[src/rtl/cpu_pkg.sv]
// Shared definitions for the fetch stage: word width, instruction
// register field positions and the fetch FSM state encoding.
package cpu_pkg;

    localparam int WORD_W = 16;

    localparam int IR1_HI = 15;
    localparam int IR1_LO = 12;
    localparam int IR2_HI = 11;
    localparam int IR2_LO = 10;
    localparam int IR3_HI = 9;
    localparam int IR3_LO = 8;

    typedef enum logic [1:0] {
        S_IDLE = 2'b00,
        S_REQ  = 2'b01,
        S_EXEC = 2'b10
    } fetch_state_t;

endpackage

[src/rtl/pc_next.sv]
// Next-PC selector: return target wins over a taken branch, which wins
// over the plain increment. All arithmetic wraps modulo 2^16.
module pc_next
    import cpu_pkg::*;
#(
    parameter int OFFSET_BITS = 8
) (
    input  logic [WORD_W-1:0]      i_pc,
    input  logic [OFFSET_BITS-1:0] i_offset,
    input  logic                   i_branchTaken,
    input  logic                   i_doReturn,
    input  logic [WORD_W-1:0]      i_returnAddr,
    output logic [WORD_W-1:0]      o_pcNext
);

    logic [WORD_W-1:0] w_offsetExt;
    logic [WORD_W-1:0] w_pcInc;

    // Sign-extend the branch offset and form pc+1 for both sequential and branch targets
    always_comb begin
        w_offsetExt = {{(WORD_W-OFFSET_BITS){i_offset[OFFSET_BITS-1]}}, i_offset};
        w_pcInc     = i_pc + 16'd1;
    end

    // Pick the target in priority order: return, taken branch, sequential
    always_comb begin
        o_pcNext = w_pcInc;
        if (i_doReturn) begin
            o_pcNext = i_returnAddr;
        end else if (i_branchTaken) begin
            o_pcNext = w_pcInc + w_offsetExt;
        end
    end

endmodule

[src/rtl/fetch_unit.sv]
// Instruction-fetch stage: holds the PC, fetches one word per instruction
// over a req/ack handshake, latches it into IR and advances the PC once
// the datapath reports the instruction finished.
module fetch_unit
    import cpu_pkg::*;
#(
    parameter logic [15:0] RESET_PC    = 16'h0000,
    parameter int          OFFSET_BITS = 8,
    parameter int          TIMEOUT     = 15
) (
    input  logic        clk,
    input  logic        reset,
    input  logic        fetch_en,
    output logic        imem_req,
    output logic [15:0] imem_addr,
    input  logic        imem_ack,
    input  logic [15:0] imem_data,
    output logic [15:0] ir,
    output logic [3:0]  ir_1,
    output logic [1:0]  ir_2,
    output logic [1:0]  ir_3,
    output logic        ir_valid,
    input  logic        exec_done,
    input  logic        branch_taken,
    input  logic        do_return,
    input  logic [15:0] return_addr,
    output logic [15:0] pc,
    output logic        imem_err
);

    // The counter holds the number of ack-less cycles already spent in S_REQ;
    // the fetch gives up on the cycle that would make it reach TIMEOUT.
    localparam int               CNT_W     = $clog2(TIMEOUT + 1);
    localparam logic [CNT_W-1:0] LAST_WAIT = CNT_W'(TIMEOUT - 1);

    fetch_state_t      r_state;
    fetch_state_t      w_stateNext;
    logic [15:0]       r_pc;
    logic [15:0]       r_ir;
    logic              r_irValid;
    logic              r_imemErr;
    logic [CNT_W-1:0]  r_waitCnt;
    logic [15:0]       w_pcNext;

    pc_next #(
        .OFFSET_BITS (OFFSET_BITS)
    ) u_pcNext (
        .i_pc          (r_pc),
        .i_offset      (r_ir[OFFSET_BITS-1:0]),
        .i_branchTaken (branch_taken),
        .i_doReturn    (do_return),
        .i_returnAddr  (return_addr),
        .o_pcNext      (w_pcNext)
    );

    // State register
    always_ff @(posedge clk or posedge reset) begin
        if (reset) begin
            r_state <= S_IDLE;
        end else begin
            r_state <= w_stateNext;
        end
    end

    // Next-state logic: ack ends a fetch, timeout aborts it, exec_done ends execution
    always_comb begin
        w_stateNext = r_state;
        case (r_state)
            S_IDLE: begin
                if (fetch_en) begin
                    w_stateNext = S_REQ;
                end
            end
            S_REQ: begin
                if (imem_ack) begin
                    w_stateNext = S_EXEC;
                end else if (r_waitCnt == LAST_WAIT) begin
                    w_stateNext = S_IDLE;
                end
            end
            S_EXEC: begin
                if (exec_done) begin
                    w_stateNext = fetch_en ? S_REQ : S_IDLE;
                end
            end
            default: begin
                w_stateNext = S_IDLE;
            end
        endcase
    end

    // PC, IR, valid flag, sticky error and wait counter, each only touched in its owning state
    always_ff @(posedge clk or posedge reset) begin
        if (reset) begin
            r_pc      <= RESET_PC;
            r_ir      <= 16'h0000;
            r_irValid <= 1'b0;
            r_imemErr <= 1'b0;
            r_waitCnt <= '0;
        end else begin
            case (r_state)
                S_IDLE: begin
                    if (fetch_en) begin
                        r_waitCnt <= '0;
                    end
                end
                S_REQ: begin
                    if (imem_ack) begin
                        r_ir      <= imem_data;
                        r_irValid <= 1'b1;
                    end else if (r_waitCnt == LAST_WAIT) begin
                        r_imemErr <= 1'b1;
                    end else begin
                        r_waitCnt <= r_waitCnt + 1'b1;
                    end
                end
                S_EXEC: begin
                    if (exec_done) begin
                        r_irValid <= 1'b0;
                        r_pc      <= w_pcNext;
                        r_waitCnt <= '0;
                    end
                end
                default: begin
                end
            endcase
        end
    end

    // Request and address are pure functions of state and PC
    always_comb begin
        imem_req  = (r_state == S_REQ);
        imem_addr = r_pc;
    end

    assign pc       = r_pc;
    assign ir       = r_ir;
    assign ir_valid = r_irValid;
    assign imem_err = r_imemErr;
    assign ir_1     = r_ir[IR1_HI:IR1_LO];
    assign ir_2     = r_ir[IR2_HI:IR2_LO];
    assign ir_3     = r_ir[IR3_HI:IR3_LO];

endmodule

[config.mk]
export PLATFORM = sky130hd
export DESIGN_NAME = fetch_unit
export DESIGN_NICKNAME = d
export VERILOG_FILES = /design/src/rtl/cpu_pkg.sv /design/src/rtl/pc_next.sv /design/src/rtl/fetch_unit.sv
export SDC_FILE = /design/constraint.sdc
export NUM_CORES = 1
export LEC_CHECK = 0
export CORE_ASPECT_RATIO = 0.6
export CORE_UTILIZATION = 42
export CTS_BUF_LIST = sky130_fd_sc_hd__clkbuf_8
export DETAILED_ROUTE_END_ITERATION = 12
export PLACE_DENSITY = 0.76
export SYNTH_ARGS = -nofsm -noshare
export SYNTH_HDL_FRONTEND = slang
export SYNTH_SLANG_ARGS = --single-unit
[constraint.sdc]
create_clock -name clk -period 2.8 [get_ports clk]
set_clock_uncertainty 0.1 [all_clocks]
set_input_delay 0.28 -clock clk [delete_from_list [all_inputs] [get_ports clk]]
set_output_delay 0.28 -clock clk [all_outputs]
set_load 0.01 [all_outputs]
# Word-level counts from Yosys, hierarchy flattened
# Cells that the tools add are included.
totals:
  ff_bits: 40
  elab_cells: 44
classes:
  add_sub_neg: 3
  eq_ne: 9
  mux: 16
  n_bitwise: 1
  n_reduce_logical: 9
op_table:
  columns: ["op", "count"]
  rows:
  - ["$mux 16", 2]
  - ["$add 16x1->16 const B", 1]
  - ["$add 16x16->16", 1]
  - ["$mux 4", 4]
  - ["$pmux 4 s3", 1]
  - ["$reduce_and 3->1", 3]
  - ["$mux 2", 4]
  - ["$ne 2x2->1 const B", 4]
  - ["$pmux 2 s3", 1]
  - ["$reduce_and 5->1", 1]
  - ["$add 4x1->4 const B", 1]
  - ["$eq 4x4->1 const B", 1]
  - ["$reduce_and 2->1", 2]
  - ["$mux 1", 3]
  - ["$ne 3x1->1 const B", 1]
  - ["$reduce_bool 3->1", 1]
  - ["$eq 2x1->1 const B", 1]
  - ["$eq 2x2->1 const B", 1]
  - ["$logic_not 2->1", 1]
  - ["$ne 2x1->1 const B", 1]
  - ["$pmux 1 s2", 1]
  - ["$reduce_bool 2->1", 1]
  - ["$not 1->1", 1]

# Logic depth before layout (Yosys ltp)
# Gate-level depths: netlist (run 1).
depth:
  depth_word: 4
  mapped_depth: 13
  depth_no_buf: 13

# By module
# Synthesis (run 1) repeated with hierarchy kept, for this count alone.
hier_totals:
  hier_cells: 311
  area_unflattened_um2: 3123.0
modules_own_cells:
  columns: ["mod", "n_inst", "cells_per_inst", "area_per_inst_um2"]
  rows:
  - ["fetch_unit", 1, 129, 1840.5]
  - ["pc_next", 1, 182, 1282.5]

# Worst setup path before layout (run 1)
# Ideal clock, no wire load.
synth_timing:
  path_type: "register to register"
  startpoint: "reg r_pc[0], in the netlist imem_addr[0]"
  endpoint: "reg r_pc[15], in the netlist imem_addr[15]"
  setup_time_ps: 95
  arrival_ps: 2786
  required_time_ps: 2605
  path_slack_ps: -182
  path_stages_with_launch: 12
  path_buffers: 0
  cell_sequence: "dfrtp_1 -> ha_1 -> nand3_1 -> or3_1 -> xnor2_1 -> ha_1 -> nor2_1 -> or3b_2 -> o21ai_2 -> a31oi_4 -> xnor2_1 -> o31ai_1"
synth_via:
  elab_chain_len: 4
synth_rtl:
  columns: ["element", "line", "text"]
  rows:
  - ["start: declaration", "fetch_unit.sv:38", "logic [15:0] r_pc;"]
  - ["start signal: assignment", "fetch_unit.sv:120", "r_pc <= w_pcNext;"]
  - ["$add 16x1->16 (*)", "pc_next.sv:22", "w_pcInc = i_pc + 16'd1;"]
  - ["$add 16x16->16", "pc_next.sv:31", "o_pcNext = w_pcInc + w_offsetExt;"]
  - ["$mux 16 (*)", "pc_next.sv:30", "end else if (i_branchTaken) begin"]
  - ["$mux 16 (*)", "pc_next.sv:28", "if (i_doReturn) begin"]
# Mark *: on every way between the ends. The rest lies on a longest branch, timed or not.
# A chain may end at the register's enable or synchronous reset.

# Worst setup path after layout (run 1)
layout_timing:
  startpoint: "reg r_pc[0], in the netlist imem_addr[0]"
  endpoint: "reg r_pc[13], in the netlist imem_addr[13]"
# Same word-level chain as after synthesis.

==> results of run 1 <==
-- cell type report --
class	count	share of cell area, %
multi-input combinational	257	45.5
timing repair buffer	153	28.2
sequential	40	20.4
tap	104	2.63
clock buffer	5	1.39
clock inverter	3	0.936
inverter	11	0.886
-- per-layer routing --
metal	part of all wire, %	global-route usage (%)
met5	0	0
met4	1.8	7.94
met3	8.4	6.24
met2	44	36.3
met1	46	38.4
-- cell usage in the layout, fill, tap and decap left out, types with 3 or more instances in the layout --
cell / count
ha_1: 13
ha_4: 8
a22oi_1: 3
a31oi_1: 4
o211ai_1: 3
nand2_1: 30
a21oi_2: 4
dfrtp_1: 34
clkbuf_8: 5
buf_4: 55
mux2i_1: 6
xor2_1: 5
o21ai_0: 20
dfrtp_2: 6
a21o_1: 3
a21oi_1: 17
nor3_2: 3
xnor2_2: 7
nor3_1: 3
mux2_2: 16
nor2_1: 25
inv_1: 10
xnor2_1: 10
xnor2_4: 3
o21ai_1: 6
clkdlybuf4s50_1: 97
o31ai_1: 3
nand2b_1: 6
nand3_1: 5
-- critical path, delay by kind of cell (launching register included) --
kind	cells	cell delay, ns
AO/OA/AOI/OAI	6	1.30
XOR/XNOR	1	0.16
adder cells (fa/ha/maj)	1	0.25
buffers and inverters	1	0.16
flip-flops	1	0.43
AND/OR/NAND/NOR	3	0.50
-- power breakdown --
group          internal [mW]  total (mW)  switching, mW
clock                  0.269       0.519          0.250
sequential             0.838        1.18          0.340
combinational           2.75        5.23           2.48
total                   3.86        6.93           3.07
-- registers in the layout (all words and copies together), names as in the netlist --
name / cells
imem_addr: 16
ir: 16
r_waitCnt: 4
r_state: 2
imem_err: 1
ir_valid: 1
-- timing repair --
item	CTS	global route
gates resized for setup	24	27
setup endpoints to repair	8	10
pin swaps	21	22
buffers inserted	5	8
-- logic make-up after synthesis --
family,count (synthesis)
compound gates,89
xor+xnor,28
fa+ha+maj,23
buf+inv,44
flops,40
mux,22
simple gates,95
-- worst max-delay path by stage --
stage                      start             to  slack [ns]  depth (start not counted)
floorplan           imem_addr[2]  imem_addr[15]        0.03                         11
global placement    imem_addr[0]  imem_addr[15]       -0.11                         11
detailed placement  imem_addr[0]  imem_addr[13]       -0.19                         12
CTS                 imem_addr[0]  imem_addr[13]       -0.01                         13
global route        imem_addr[0]  imem_addr[13]       -0.26                         12
finish              imem_addr[0]  imem_addr[13]       -0.21                         12
==> reports/metrics.yaml, run 1 <==
status:
  outcome: "complete, but fails checks"
  violations: "negative setup slack"
clock_tree:
  numCtsBuffers: 5
  holdBufCountCts: 0
  cts_tree: "yes"
  clk_pin_slew_ns: 0.09
  clock_latency_ns: 0.31
  cts_root_buffer: "clkbuf_8"
  h-tree-depth: 2
  clock-sinks: 40
  clockBufferDepth: 2
placed_design:
  place_inst: 552
  portBuffers: 97
  dp_slack_ns: -0.189
  place_hpwl_mm: 7.27
  gp_congestion: 0.921
  placedInstanceArea_um2: 4420
synthesis:
  syn-mean-instance-area_um2: 9.25
  ys.warnings.count: 0
  synth.area.mux_share_pct: 7.61
  synth.net_count: 403
  ys_ff_latch: 40
  async_reset_ff_share_pct: 100
  synthFlopType: "dfrtp_1"
  synth_xor_area_share_pct: 7.77
  synth_top_area_share_pct: 31.7
  synthSimpleGateAreaFrac_pct: 14.9
  synth_cells: 341
  synth-edff-count: 0
  synth_compound_area_share_pct: 20.0
  synthAdderAreaFrac_pct: 9.36
  synthTopCellsByArea: "dfrtp_1, ha_1, buf_4, mux2_2, xnor2_1"
  synthTopCellsByCount: "dfrtp_1, nand2_1, nor2_1, buf_4, o21ai_0"
  synth_most_common_cell: "dfrtp_1"
  synth_top_family_by_area: "compound AO/OA/AOI/OAI gates"
  synth_top_cell_by_area: "dfrtp_1"
  synthesis.area_um2: 3160
  synth_cell_types: 57
  ys_seq_area_share_pct: 31.7
cells_and_area:
  areaGrowthSynthToFinish_pct: 56.7
  final_core_util_pct: 68.0
  stdcell_count: 573
  antenna_cells: 0
  multi_input_area_um2: 2250
  seqCellArea_um2: 1010
  final_area_um2: 4940
  n_fill_cell: 544
  fin_nets: 530
  drive_above_1_share_pct: 30.5
power:
  power_mw: 6.93
  power_leakage_nw: 2.09
  vdd_drop_max_mv: 0.640
  power_density_nw_per_um2: 1400
route:
  vias: 3102
  firstDrtPassIters: 5
  routedWlPerCell_um: 18.2
  drt_drc_violations_left: 0
  vias_per_cell: 5.41
  routed_wirelength_mm: 10.4
  drt_iter0_markers: 211
  drt.antenna.violating_nets: 0
job:
  drv_cap: 0
setup_path:
  worst_ep_required_time_ns: 2.90
  crit_arrival_ns: 3.10
  timing.rr.end: "imem_addr[13]"
  r2r_start: "imem_addr[0]"
  path_cells: "and4_4 -> nand2_1 -> xnor2_2 -> buf_4 -> ha_1 -> a21oi_2 -> o221ai_4 -> a2111oi_4 -> nor3_2 -> o21ai_1 -> a41oi_1 -> a221o_1"
  slowest_delay_ns: 0.43
  r2r_cells: 12
  cp-end-kind: "flop"
  cp_max_fo: 5
  crit_slowest_cell: "dfrtp_2"
  cp-start-kind: "flop"
  crit_type: "flop to flop"
  reg2reg_slack_ns: -0.21
sta:
  setup_viol: 7
  drv_slew: 0
  setup_tns_ns: -0.941
  clock.fmax_mhz: 332
  period_share_pct: 107
  fin_crit_ns: 3.01
  grt_setup_unrepaired: "yes"
  hold_viol: 0
  relSlewSlack_pct: 49.0
  whs_ns: 0.286
  setup_ws_ns: -0.208
  worst_pin_slew_ns: 0.763
floorplan:
  initial_core_util_pct: 43.4
  pin_count: 98
  die_h_um: 69.1
  num_rows: 24
  die_w_um: 114
  die-area_um2: 7880
  core_area_um2: 7270
hold_path:
  min_path_type: "primary input to async pin"
global_routing:
  antenna_found_initial: 0
  grt_usage_pct: 25.7
  grt_max_degree: 41
  grt_pass1_vias: 2920
  overflow: 0
  grt_pass1_wl_mm: 15.6
(Power assumes the default switching activity.)
==> run 2, diff against run 1 <==
--- a/config.mk
+++ b/config.mk
@@ -10,6 +10,7 @@
 export CTS_BUF_LIST = sky130_fd_sc_hd__clkbuf_8
 export DETAILED_ROUTE_END_ITERATION = 12
 export PLACE_DENSITY = 0.76
+export SLEW_MARGIN = 20
 export SYNTH_ARGS = -nofsm -noshare
 export SYNTH_HDL_FRONTEND = slang
 export SYNTH_SLANG_ARGS = --single-unit
==> results of run 2 <==
Final layout, timing and power as in run 1 (identical DEF).
==> run 3, diff against run 2 <==
--- a/config.mk
+++ b/config.mk
@@ -6,6 +6,7 @@
 export NUM_CORES = 1
 export LEC_CHECK = 0
 export CORE_ASPECT_RATIO = 0.6
+export CORE_MARGIN = 2
 export CORE_UTILIZATION = 42
 export CTS_BUF_LIST = sky130_fd_sc_hd__clkbuf_8
 export DETAILED_ROUTE_END_ITERATION = 12
==> run 3 against run 2 <==
The run still ends with negative setup slack left. Non-clock buffer count rose by 8. Sequential power barely moved. Die area rose by 4.7%. First-iteration DRC count rose by 43%. Maximum frequency fell by 1.0%. Critical path depth rose by 2. Global-route usage barely moved. Combinational power barely moved. Core utilization fell by 0.10 points. Final cell count rose by 1.4%. Clock power fell by 19%. Critical path type unchanged.
==> reports/metrics.yaml, run 3 (synthesis results as in run 1) <==
setup_path:
  slowest_delay_ns: 0.47  # was 0.43 ns
  crit_type: "flop to flop"  # unchanged
  path_cells: "buf_4 -> buf_4 -> nand2_1 -> xnor2_2 -> buf_4 -> ha_4 -> a21oi_2 -> o221ai_4 -> a2111oi_4 -> buf_4 -> nor3_4 -> o21ai_1 -> a41oi_1 -> a221o_1"  # was and4_4 -> nand2_1 -> xnor2_2 -> buf_4 -> ha_1 -> a21oi_2 -> o221ai_4 -> a2111oi_4 -> nor3_2 -> o21ai_1 -> a41oi_1 -> a221o_1
  cp_max_fo: 5  # unchanged
  cp-start-kind: "flop"  # unchanged
  r2r_cells: 14  # was 12
  crit_top_cell: "buf_4"
  crit_arrival_ns: 3.14  # was 3.10 ns
  crit_slowest_cell: "dfrtp_2"  # unchanged
  cp-end-kind: "flop"  # unchanged
  worst_ep_required_time_ns: 2.90  # about the same
hold_path:
  min_path_type: "primary input to async pin"  # unchanged
clock_tree:
  clk_pin_slew_ns: 0.09  # about the same
  holdBufCountCts: 0  # unchanged
  clock-sinks: 40  # unchanged
  clock_latency_ns: 0.31  # about the same
  cts_tree: "yes"  # unchanged
  clockBufferDepth: 2  # unchanged
  numCtsBuffers: 5  # unchanged
  cts_root_buffer: "clkbuf_8"  # unchanged
  h-tree-depth: 2  # unchanged
cells_and_area:
  stdcell_count: 581  # was 573
  areaGrowthSynthToFinish_pct: 56.4  # was 56.7%
  fin_nets: 538  # was 530
  final_common_cell: "clkdlybuf4s50_1"  # unchanged
  n_fill_cell: 562  # was 544
  final_cell_mix: "clkdlybuf4s50_1, buf_4, dfrtp_1"  # unchanged
  antenna_cells: 0  # unchanged
  final_area_um2: 4940  # about the same
  drive_above_1_share_pct: 31.0  # was 30.5%
power:
  power_leakage_nw: 2.11  # was 2.09 nW
  power_density_nw_per_um2: 1380  # was 1400 nW/µm²
  vdd_drop_max_mv: 0.693  # was 0.640 mV
global_routing:
  grt_usage_pct: 25.7  # about the same
  grt_pass1_wl_mm: 16.4  # was 15.6 mm
  grt_max_degree: 41  # unchanged
  overflow: 0  # unchanged
  grt_pass1_vias: 3124  # was 2,920
  antenna_found_initial: 0  # unchanged
floorplan:
  num_rows: 24  # unchanged
  die_h_um: 71.1  # was 69.1 µm
  die-area_um2: 8250  # was 7880 µm²
  core_area_um2: 7270  # unchanged
  die_w_um: 116  # was 114 µm
  pin_count: 98  # unchanged
  initial_core_util_pct: 43.4  # unchanged
route:
  routed_wirelength_mm: 10.8  # was 10.4 mm
  vias: 3222  # was 3,102
  drt_drc_violations_left: 0  # unchanged
  vias_per_cell: 5.55  # was 5.41
  drt_iter0_markers: 301  # was 211
  drt.antenna.violating_nets: 0  # unchanged
  routedWlPerCell_um: 18.6  # was 18.2 µm
  firstDrtPassIters: 5  # unchanged
placed_design:
  portBuffers: 97  # unchanged
  place_inst: 554  # was 552
  gp_congestion: 0.947  # was 0.921
  dp_slack_ns: -0.173  # was -0.189 ns
  placedInstanceArea_um2: 4430  # was 4420 µm²
  place_hpwl_mm: 7.58  # was 7.27 mm
sta:
  grt_setup_unrepaired: "yes"  # unchanged
  setup_viol: 4  # was 7
  whs_ns: 0.295  # was 0.286 ns
  clock.fmax_mhz: 329  # was 332 MHz
  period_share_pct: 109  # was 107%
  setup_ws_ns: -0.239  # was -0.208 ns
  worst_pin_slew_ns: 0.811  # was 0.763 ns
  fin_crit_ns: 3.04  # was 3.01 ns
  hold_viol: 0  # unchanged
  relSlewSlack_pct: 45.8  # was 49.0%
  setup_tns_ns: -0.549  # was -0.941 ns
  drv_slew: 0  # unchanged
status:
  violations: "negative setup slack"  # unchanged
  outcome: "complete, but fails checks"  # unchanged
job:
  drv_cap: 0  # unchanged
==> run 3: worst max-delay path, delay by kind of cell, from the launching register on <==
family,cells,cell delay [ns]
AOI/OAI and AO/OA,6,1.21
and+or+nand+nor,2,0.15
buffers and inverters,4,0.65
xor gates and xnor gates,1,0.14
DFF,1,0.47
adders and majority gates,1,0.20
==> run 3: power breakdown <==
part	switching (mW)	total [mW]	leakage, nW	internal (mW)
Clock	0.244	0.421	0.0445	0.177
Sequential	0.343	1.18	0.481	0.840
Combinational	2.46	5.22	1.59	2.76
Total	3.04	6.82	2.11	3.78
==> run 3: what timing repair did <==
item / 4_1_cts / 5_1_grt
setup endpoints to repair: 8 / 10
pin swaps: 19 / 25
buffers inserted: 11 / 8
gates resized for setup: 20 / 26
==> run 3: metrics by stage <==
| step | util [%] | total power [mW] |
|---|---|---|
| finish | 67.9 | 6.82 |
| global route | 67.9 | 7.21 |
| CTS | 65.3 | 6.25 |
| detailed placement | 61.0 | 5.50 |
| global placement | 61.0 | 5.35 |
| floorplan | - | 3.73 |
==> run 3: cell type report <==
cell class	instances	area [µm²]	area share, %
inverter	11	43.8	0.887
tap	104	130	2.64
multi-input combinational	257	2200	44.6
timing repair buffer	161	1460	29.6
clock buffer	5	68.8	1.39
sequential	40	1010	20.5
clock inverter	3	21.3	0.431
==> run 3: final timing paths <==
path                              start            end  slack (ns)
max                        imem_addr[4]  imem_addr[13]       -0.24
min                               reset          ir[2]        0.30
max reg2reg                imem_addr[4]  imem_addr[13]       -0.24
min reg2reg                    imem_err       imem_err        0.38
max in group asynchronous         reset   imem_addr[5]        1.91
min in group clk               imem_err       imem_err        0.38
==> run 3: metal layers <==
| metal | GRT usage, % | up-vias | part of all wire, % |
|---|---|---|---|
| met5 | 0 | - | 0 |
| met4 | 5.95 | 0 | 2.6 |
| met3 | 6.00 | 28 | 8.4 |
| met2 | 37.8 | 176 | 44 |
| met1 | 38.5 | 1552 | 45 |
| li1 | - | 1466 | - |
